$ cat src/rtl/sb_mac16_pkg.sv
// sb_mac16_pkg -- select encodings and helpers shared by the MAC16 core.
// Encodings are 2-bit per adder half unless noted; the upper-operand select
// is a single bit per half.
package sb_mac16_pkg;

  // Upper adder operand (one bit per half)
  localparam logic       UPPER_Q       = 1'b0;  // accumulator register
  localparam logic       UPPER_CD      = 1'b1;  // C (top) / D (bottom)

  // Lower adder operand
  localparam logic [1:0] LOWER_AB      = 2'b00; // A (top) / B (bottom)
  localparam logic [1:0] LOWER_8X8     = 2'b01; // F (top) / G (bottom)
  localparam logic [1:0] LOWER_P       = 2'b10; // P high / P low
  localparam logic [1:0] LOWER_ZERO    = 2'b11;

  // Carry-in source
  localparam logic [1:0] CARRY_ZERO    = 2'b00;
  localparam logic [1:0] CARRY_ONE     = 2'b01;
  localparam logic [1:0] CARRY_CASCADE = 2'b10; // top only: bottom carry-out
  localparam logic [1:0] CARRY_CI      = 2'b11; // bottom treats 1x as ci

  // Output half source
  localparam logic [1:0] OUT_SUM       = 2'b00;
  localparam logic [1:0] OUT_Q         = 2'b01;
  localparam logic [1:0] OUT_8X8       = 2'b10;
  localparam logic [1:0] OUT_P         = 2'b11;

  // Widen a 16-bit operand to 32 bits, sign- or zero-extending.
  function automatic logic [31:0] ext16(input logic [15:0] v, input logic is_signed);
    return {{16{is_signed & v[15]}}, v};
  endfunction

endpackage

$ cat src/rtl/mac16_addsub16.sv
// mac16_addsub16 -- 16-bit adder/subtractor with carry-in and carry-out.
// In subtract mode cin acts as borrow-in and cout reports borrow-out.
module mac16_addsub16 (
  input  logic        sub,
  input  logic [15:0] x,
  input  logic [15:0] y,
  input  logic        cin,
  output logic [15:0] sum,
  output logic        cout
);

  logic [16:0] res;

  // 17-bit result: bit 16 is carry on add and borrow on subtract
  always_comb begin
    if (sub) res = {1'b0, x} - {1'b0, y} - {16'd0, cin};
    else     res = {1'b0, x} + {1'b0, y} + {16'd0, cin};
  end

  assign sum  = res[15:0];
  assign cout = res[16];

endmodule

$ cat src/rtl/sb_mac16_core.sv
// sb_mac16_core -- 16x16 multiply / dual 16-bit add-accumulate core.
// Optional feature: define MAC16_MODE8X8_EN to build the dual 8x8
// multipliers (F/G); without it F and G read as zero.
module sb_mac16_core
  import sb_mac16_pkg::*;
#(
  parameter logic [1:0] SIGNED        = 2'b00,
  parameter logic [3:0] IN_REG        = 4'b0000,
  parameter logic       MULT_REG      = 1'b0,
  parameter logic       MODE_8X8      = 1'b0,
  parameter logic [1:0] UPPERINPUT    = 2'b00,
  parameter logic [3:0] LOWERINPUT    = 4'b0000,
  parameter logic [3:0] CARRYSELECT   = 4'b0000,
  parameter logic [3:0] OUTPUT_SELECT = 4'b0000
) (
  input  logic        clk,
  input  logic        rst,
  input  logic        ce,
  input  logic [15:0] a,
  input  logic [15:0] b,
  input  logic [15:0] c,
  input  logic [15:0] d,
  input  logic [3:0]  ihold,
  input  logic [1:0]  ohold,
  input  logic [1:0]  oload,
  input  logic [1:0]  addsub,
  input  logic        ci,
  output logic        co,
  output logic [31:0] o
);

  // Operands indexed 3..0 = A,B,C,D to match IN_REG/ihold bit order
  logic [15:0] in_raw [4];
  logic [15:0] in_q   [4];

  assign in_raw[3] = a;
  assign in_raw[2] = b;
  assign in_raw[1] = c;
  assign in_raw[0] = d;

  for (genvar gi = 0; gi < 4; gi++) begin : g_in
    if (IN_REG[gi]) begin : g_reg
      logic [15:0] op_reg;
      // optional operand register, frozen while its hold bit is set
      always_ff @(posedge clk or posedge rst) begin
        if (rst)                    op_reg <= '0;
        else if (ce && !ihold[gi])  op_reg <= in_raw[gi];
      end
      assign in_q[gi] = op_reg;
    end else begin : g_comb
      assign in_q[gi] = in_raw[gi];
    end
  end

  // Multipliers
  logic [31:0] p_comb;
  logic [15:0] f_comb;
  logic [15:0] g_comb;

  assign p_comb = ext16(in_q[3], SIGNED[1]) * ext16(in_q[2], SIGNED[0]);

`ifdef MAC16_MODE8X8_EN
  assign f_comb = MODE_8X8 ? ({8'd0, in_q[3][15:8]} * {8'd0, in_q[2][15:8]}) : 16'd0;
  assign g_comb = MODE_8X8 ? ({8'd0, in_q[3][7:0]}  * {8'd0, in_q[2][7:0]})  : 16'd0;
`else
  assign f_comb = 16'd0;
  assign g_comb = 16'd0;
`endif

  logic [31:0] p_q;
  logic [15:0] f_q;
  logic [15:0] g_q;

  if (MULT_REG) begin : g_mreg
    logic [31:0] p_reg;
    logic [15:0] f_reg;
    logic [15:0] g_reg;
    // product pipeline stage
    always_ff @(posedge clk or posedge rst) begin
      if (rst) begin
        p_reg <= '0;
        f_reg <= '0;
        g_reg <= '0;
      end else if (ce) begin
        p_reg <= p_comb;
        f_reg <= f_comb;
        g_reg <= g_comb;
      end
    end
    assign p_q = p_reg;
    assign f_q = f_reg;
    assign g_q = g_reg;
  end else begin : g_mcomb
    assign p_q = p_comb;
    assign f_q = f_comb;
    assign g_q = g_comb;
  end

  // Adder operand and carry selection
  logic [15:0] q_top_reg, q_bot_reg;
  logic [15:0] x_top, y_top, x_bot, y_bot;
  logic [15:0] sum_top, sum_bot;
  logic        cin_top, cin_bot, co_top, co_bot;

  // upper operands: accumulator or C/D
  always_comb begin
    x_top = (UPPERINPUT[1] == UPPER_CD) ? in_q[1] : q_top_reg;
    x_bot = (UPPERINPUT[0] == UPPER_CD) ? in_q[0] : q_bot_reg;
  end

  // lower operands: raw operand, 8x8 product, 16x16 product half or zero
  always_comb begin
    case (LOWERINPUT[3:2])
      LOWER_AB:  y_top = in_q[3];
      LOWER_8X8: y_top = f_q;
      LOWER_P:   y_top = p_q[31:16];
      default:   y_top = 16'd0;
    endcase
    case (LOWERINPUT[1:0])
      LOWER_AB:  y_bot = in_q[2];
      LOWER_8X8: y_bot = g_q;
      LOWER_P:   y_bot = p_q[15:0];
      default:   y_bot = 16'd0;
    endcase
  end

  // carry-ins; the top half may chain from the bottom half's carry-out
  always_comb begin
    case (CARRYSELECT[3:2])
      CARRY_ZERO:    cin_top = 1'b0;
      CARRY_ONE:     cin_top = 1'b1;
      CARRY_CASCADE: cin_top = co_bot;
      default:       cin_top = ci;
    endcase
    case (CARRYSELECT[1:0])
      CARRY_ZERO: cin_bot = 1'b0;
      CARRY_ONE:  cin_bot = 1'b1;
      default:    cin_bot = ci;
    endcase
  end

  mac16_addsub16 u_add_bot (
    .sub  (addsub[0]),
    .x    (x_bot),
    .y    (y_bot),
    .cin  (cin_bot),
    .sum  (sum_bot),
    .cout (co_bot)
  );

  mac16_addsub16 u_add_top (
    .sub  (addsub[1]),
    .x    (x_top),
    .y    (y_top),
    .cin  (cin_top),
    .sum  (sum_top),
    .cout (co_top)
  );

  // accumulators: hold beats load, load beats the adder sum
  always_ff @(posedge clk or posedge rst) begin
    if (rst) begin
      q_top_reg <= '0;
      q_bot_reg <= '0;
    end else if (ce) begin
      if (!ohold[1]) q_top_reg <= oload[1] ? in_q[1] : sum_top;
      if (!ohold[0]) q_bot_reg <= oload[0] ? in_q[0] : sum_bot;
    end
  end

  // output half sources
  always_comb begin
    case (OUTPUT_SELECT[3:2])
      OUT_SUM: o[31:16] = sum_top;
      OUT_Q:   o[31:16] = q_top_reg;
      OUT_8X8: o[31:16] = f_q;
      default: o[31:16] = p_q[31:16];
    endcase
    case (OUTPUT_SELECT[1:0])
      OUT_SUM: o[15:0] = sum_bot;
      OUT_Q:   o[15:0] = q_bot_reg;
      OUT_8X8: o[15:0] = g_q;
      default: o[15:0] = p_q[15:0];
    endcase
  end

  assign co = co_top;

  // hold bits and the 8x8 mode flag are dead in some configurations
  logic unused_cfg;
  assign unused_cfg = ^{ihold, MODE_8X8};

endmodule

$ cat config.mk
export PLATFORM = sky130hd
export DESIGN_NAME = sb_mac16_core
export DESIGN_NICKNAME = d
export VERILOG_FILES = /design/src/rtl/sb_mac16_pkg.sv /design/src/rtl/mac16_addsub16.sv /design/src/rtl/sb_mac16_core.sv
export SDC_FILE = /design/constraint.sdc
export NUM_CORES = 1
export LEC_CHECK = 0
export ABC_CLOCK_PERIOD_IN_PS = 4700
export CAP_MARGIN = 20
export CORE_MARGIN = 1
export CORE_UTILIZATION = 49
export DETAILED_ROUTE_END_ITERATION = 6
export GPL_ROUTABILITY_DRIVEN = 0
export PLACE_DENSITY = 0.87
export SLEW_MARGIN = 20
export SYNTH_ARGS = -nofsm -noshare
export SYNTH_HDL_FRONTEND = slang
export SYNTH_SLANG_ARGS = --single-unit
$ cat constraint.sdc
create_clock -name clk -period 4.7 [get_ports clk]
set_clock_uncertainty 0.2 [all_clocks]
set_input_delay 0.94 -clock clk [delete_from_list [all_inputs] [get_ports clk]]
set_output_delay 0.94 -clock clk [all_outputs]
set_load 0.02 [all_outputs]
======== Word-level counts from Yosys, hierarchy flattened ========
Cells that the tools add are included.
word-level totals
  flip-flop bits (word level) ............. 32
  bits in latches ......................... 0
  memory bits (writable) .................. 0
  bits in read-only memories .............. 0
  output and inout port bits .............. 33
  word-level logic and storage cells ...... 14
  memories ................................ 0
cells by class
  add/sub/neg operators ................... 4
  multipliers ............................. 0
  div/mod/pow operators ................... 0
  order comparisons ....................... 0
  eq/ne operators ......................... 0
  shift-type cells ........................ 0
  muxes and demuxes ....................... 4
  bitwise gates (word level) .............. 2
  reductions and logical operators ........ 2
operators by type and width
  kind               count
  $mux W16           3
  $add A16 B16 Y17   1
  $mux W17           1
  $sub A16 B16 Y17   1
  $add A16 B16 Y16   1
  $sub A16 B16 Y16   1
  $reduce_and A2 Y1  2
  $not A1 Y1         2

======== Logic depth before layout (Yosys ltp) ========
  depth in word-level cells ............... 3
  gate-level depth with buffers ........... 15
  gate-level depth less buffers ........... 15

======== Cells and area by module ========
Synthesis repeated with hierarchy kept, for this count alone.
second synthesis, totals
  cell total of the unflattened synthesis .. 678
  area, all modules ....................... 5,809.3 µm²
by module, submodules not included
  module                      instances  cells an instance  area each (µm²)
  mac16_addsub16 (u_add_bot)  1          284                2,033.2
  mac16_addsub16 (u_add_top)  1          286                1,996.9
  sb_mac16_core               1          108                1,779.2

======== Worst setup path before layout ========
OpenSTA, ideal clock, no wires.
  path kind ............................... input port to output port
  start ................................... input port addsub[1]
  end ..................................... output port co
  arrival time ............................ 3.470 ns
  slack ................................... 0.090 ns
  stages on the path ...................... 12
  cells stage by stage .................... clkbuf_1 > clkbuf_1 > nor2_1 > xnor2_1 > ha_1 > nor2b_4 > o2111a_2 > nor4_4 > o31ai_2 > a21o_1 > a21oi_2 > xor2_1
between the ends
  cells in the longest elaborated chain, start to end .. 1
ends and longest elaborated chain
  item             line                  source
  start, declared  sb_mac16_core.sv:26   input logic [1:0] addsub,
  $mux W17         mac16_addsub16.sv:16  if (sub) res = {1'b0, x} - {1'b0, y} - {16'd0, cin};
  end, declared    sb_mac16_core.sv:28   output logic co,
Every way passes these cells.

======== Worst setup path after layout ========
  start ................................... input port b[0]
  end ..................................... output port o[13]
between the ends
  cells in the longest elaborated chain, start to end .. 2
ends and longest elaborated chain
  item                                                         line                                        source
  start, declared                                              sb_mac16_core.sv:20                         input logic [15:0] b,
  $add A16 B16 Y16 / $sub A16 B16 Y16 (equally long branches)  mac16_addsub16.sv:17, mac16_addsub16.sv:16
  $mux W16 *                                                   mac16_addsub16.sv:16
  end, declared                                                sb_mac16_core.sv:29                         output logic [31:0] o
Mark *: on every way between the ends. The rest lies on a longest branch, timed or not.

==> run metrics <==
met1 Track Usage GR 39.3%; M2 GR Usage 68.3%; Placed Area 5630 um^2; Util after Layout 88.9%; clock-pin slew of the registers on the worst-case setup and hold paths 80 ps; CTS root buf clkbuf_8; share of the synthesized area in the top cell type 21.7%; Iter 0 DRT Violations 475; IO Pins 111; share of layout cells above drive strength 1 39.3%; post-synthesis async set-or-reset flop share 100%; Post-synth EDFFs 0; main flop type after synthesis dfrtp_1; Fin. Hold Viols 0; RSZ-0062 raised after global routing yes; leading post-synthesis cells by cell area dfrtp_1 (22%), ha_1 (11%), xnor2_1 (10%); Port Buffers 105; crit start category input port; arrival time worst endpoint 4100 ps; ANT nets after route 0; HPWL after detailed placement 9620 um; CTS Sinks 32; Area growth syn-to-layout 74.6%; Setup-failing EPs final 11; Crit Path Category in -> out; DP Cell Count 761; f_max 191 MHz; total wire length 17800 um; GRT busiest layer met2; n_diodes 0; Design Area, Final 6450 um^2; Synth area leader dfrtp_1; drt via density 6.21; htree depth 2; Initial Util 50.9%; top cells by count, synth nor2_1 (46), nand2_1 (45), xnor2_1 (44), a21oi_1 (37), ha_1 (33); post-route insts no fill 804; Mapped Area 3690 um^2; first-pass GRT wire length 22000 um; Post-Syn Instances 462; die width 88.8 um; CTS buffer count 5; synthesized area per cell 7.99 um^2; met3 GRT Util 6.53%; Core Rows 31; count leader, synth nor2_1; Total Routing Usage GR 36.7%; overall die height 88.8 um; Critical Path Fanout Max 5; Slew @ Worst Pin 890 ps; Worst setup EP type output pin; vias 4994; antenna violations before repair 1; drt wl/cell 22.1 um; max-cap viol count 0; die area 7890 um^2; yosys warns 0; synthesized flop and latch total 32; Tcrit/Tclk final 111%; CP required 3560 ps; largest net degree at the start of global routing 38; Peak VDD IR 0.000355 V; Hold Path Class reg -> reg; Pre-Repair DR Iteration Count 5; syn_nets 575; Setup WS post-layout -536 ps; TritonCTS clock tree yes; CTS hold repair buffers 0; insertion delay to the later sink of the worst-skew pair 290 ps; outcome finished, violations left; gr ovfl total 0; number of DRC violations after detailed routing 0; crit path time final 5240 ps; standby leakage power 0.00304 uW; Final Total Pwr 3970 uW; Slew Viols, Final 0; max_slew headroom 40.7%; Seq/Total Area, Yosys 21.7%; unique cell type count in the Yosys netlist 58; layout net count 817; PwrDens 616 nW/um^2; vias in the first global route 4778; core box area 7250 um^2; failing checks setup timing; CTS max path bufs 2
-- layout make-up --
class / instances / area [um^2]
well taps: 99 / 124
flip-flops and latches: 32 / 801
clock buffers: 7 / 96.3
clock inverters: 1 / 30.0
multi-input cells: 388 / 3210
repair buffers: 251 / 2090
fillers: 340 / 803
inverters: 26 / 103
-- worst max-delay path, cell delays in order --
cell,delay [ps]
clkbuf_2,110
inv_1,70
ha_2,210
nand2b_4,80
nor3_2,160
buf_4,150
a21oi_2,50
xnor2_1,130
ha_1,420
buf_4,160
nand4_1,120
buf_4,170
buf_4,140
nor3_2,420
a221oi_2,230
xnor2_1,310
buf_4,210
-- through the flow --
step / setup slack, ps / hold slack (ps) / TNS (ps)
2_1_floorplan: 90.3 / 256 / 0
3_3_place_gp: -881 / 269 / -13370
3_5_place_dp: -1010 / 287 / -15590
4_1_cts: 1.99 / 300 / 0
5_1_grt: -586 / 332 / -3530
6_report: -536 / 316 / -1470
-- layer usage --
metal	routed length, um	vias up
met5	54	-
met4	1290	4
met3	1570	144
met2	8870	376
met1	6020	2342
li1	-	2128
-- kinds of logic (layout without fill, tap and decap cells) --
group | after synthesis | in the layout | share of synthesized area [%]
flops | 32 | 32 | 21.7
simple gates | 140 | 140 | 18.5
compound gates | 130 | 130 | 22.4
mux | 26 | 26 | 7.08
xor+xnor | 57 | 57 | 13.5
buf+inv | 42 | 285 | 4.54
fa+ha+maj | 35 | 35 | 12.3
-- what timing repair did --
| action | 4_1_cts | 5_1_grt |
|---|---|---|
| gates resized for setup | 177 | 88 |
| gates cloned | 0 | 0 |
| setup endpoints to repair | 27 | 23 |
| buffers inserted | 18 | 17 |
| pin swaps | 67 | 61 |
-- power by group --
part / total [uW] / leakage (uW) / switching (uW) / internal, uW
sequential: 455 / 0.000386 / 83.0 / 372
clock: 310 / 0.0000645 / 123 / 187
combinational: 3210 / 0.00259 / 1750 / 1460
-- worst paths after layout --
kind	slack [ps]	from	cells past startpoint	end
worst min-delay path	320	q_top_reg[2]$_DFFE_PP0P_	2	q_top_reg[2]$_DFFE_PP0P_
max in group asynchronous	3100	rst	3	q_top_reg[9]$_DFFE_PP0P_
worst min register to register	320	q_top_reg[2]$_DFFE_PP0P_	2	q_top_reg[2]$_DFFE_PP0P_
worst max register to register	1500	q_bot_reg[0]$_DFFE_PP0P_	12	q_bot_reg[14]$_DFFE_PP0P_
min in group asynchronous	860	rst	3	q_bot_reg[1]$_DFFE_PP0P_
worst max-delay path	-540	b[0]	17	o[13]
-- placed cells by master (no fill, tap or decap), types with 5 or more instances in the layout --
master and count:
o21ai_1 9, buf_6 12, dfrtp_1 32, dlygate4sd2_1 12
o21a_1 6, o21ai_0 22, nor2_1 41, clkbuf_8 7
buf_2 9, clkbuf_2 9, a21o_1 8, mux2i_1 25
inv_1 21, xnor2_2 7, a21oi_1 22, a21oi_2 14
ha_1 27, xor2_1 10, buf_4 144, xnor2_1 37
a31oi_1 5, clkdlybuf4s50_1 55, nand2_1 43, nor3_1 10
Note: power is estimated with default switching activity, not from simulation.
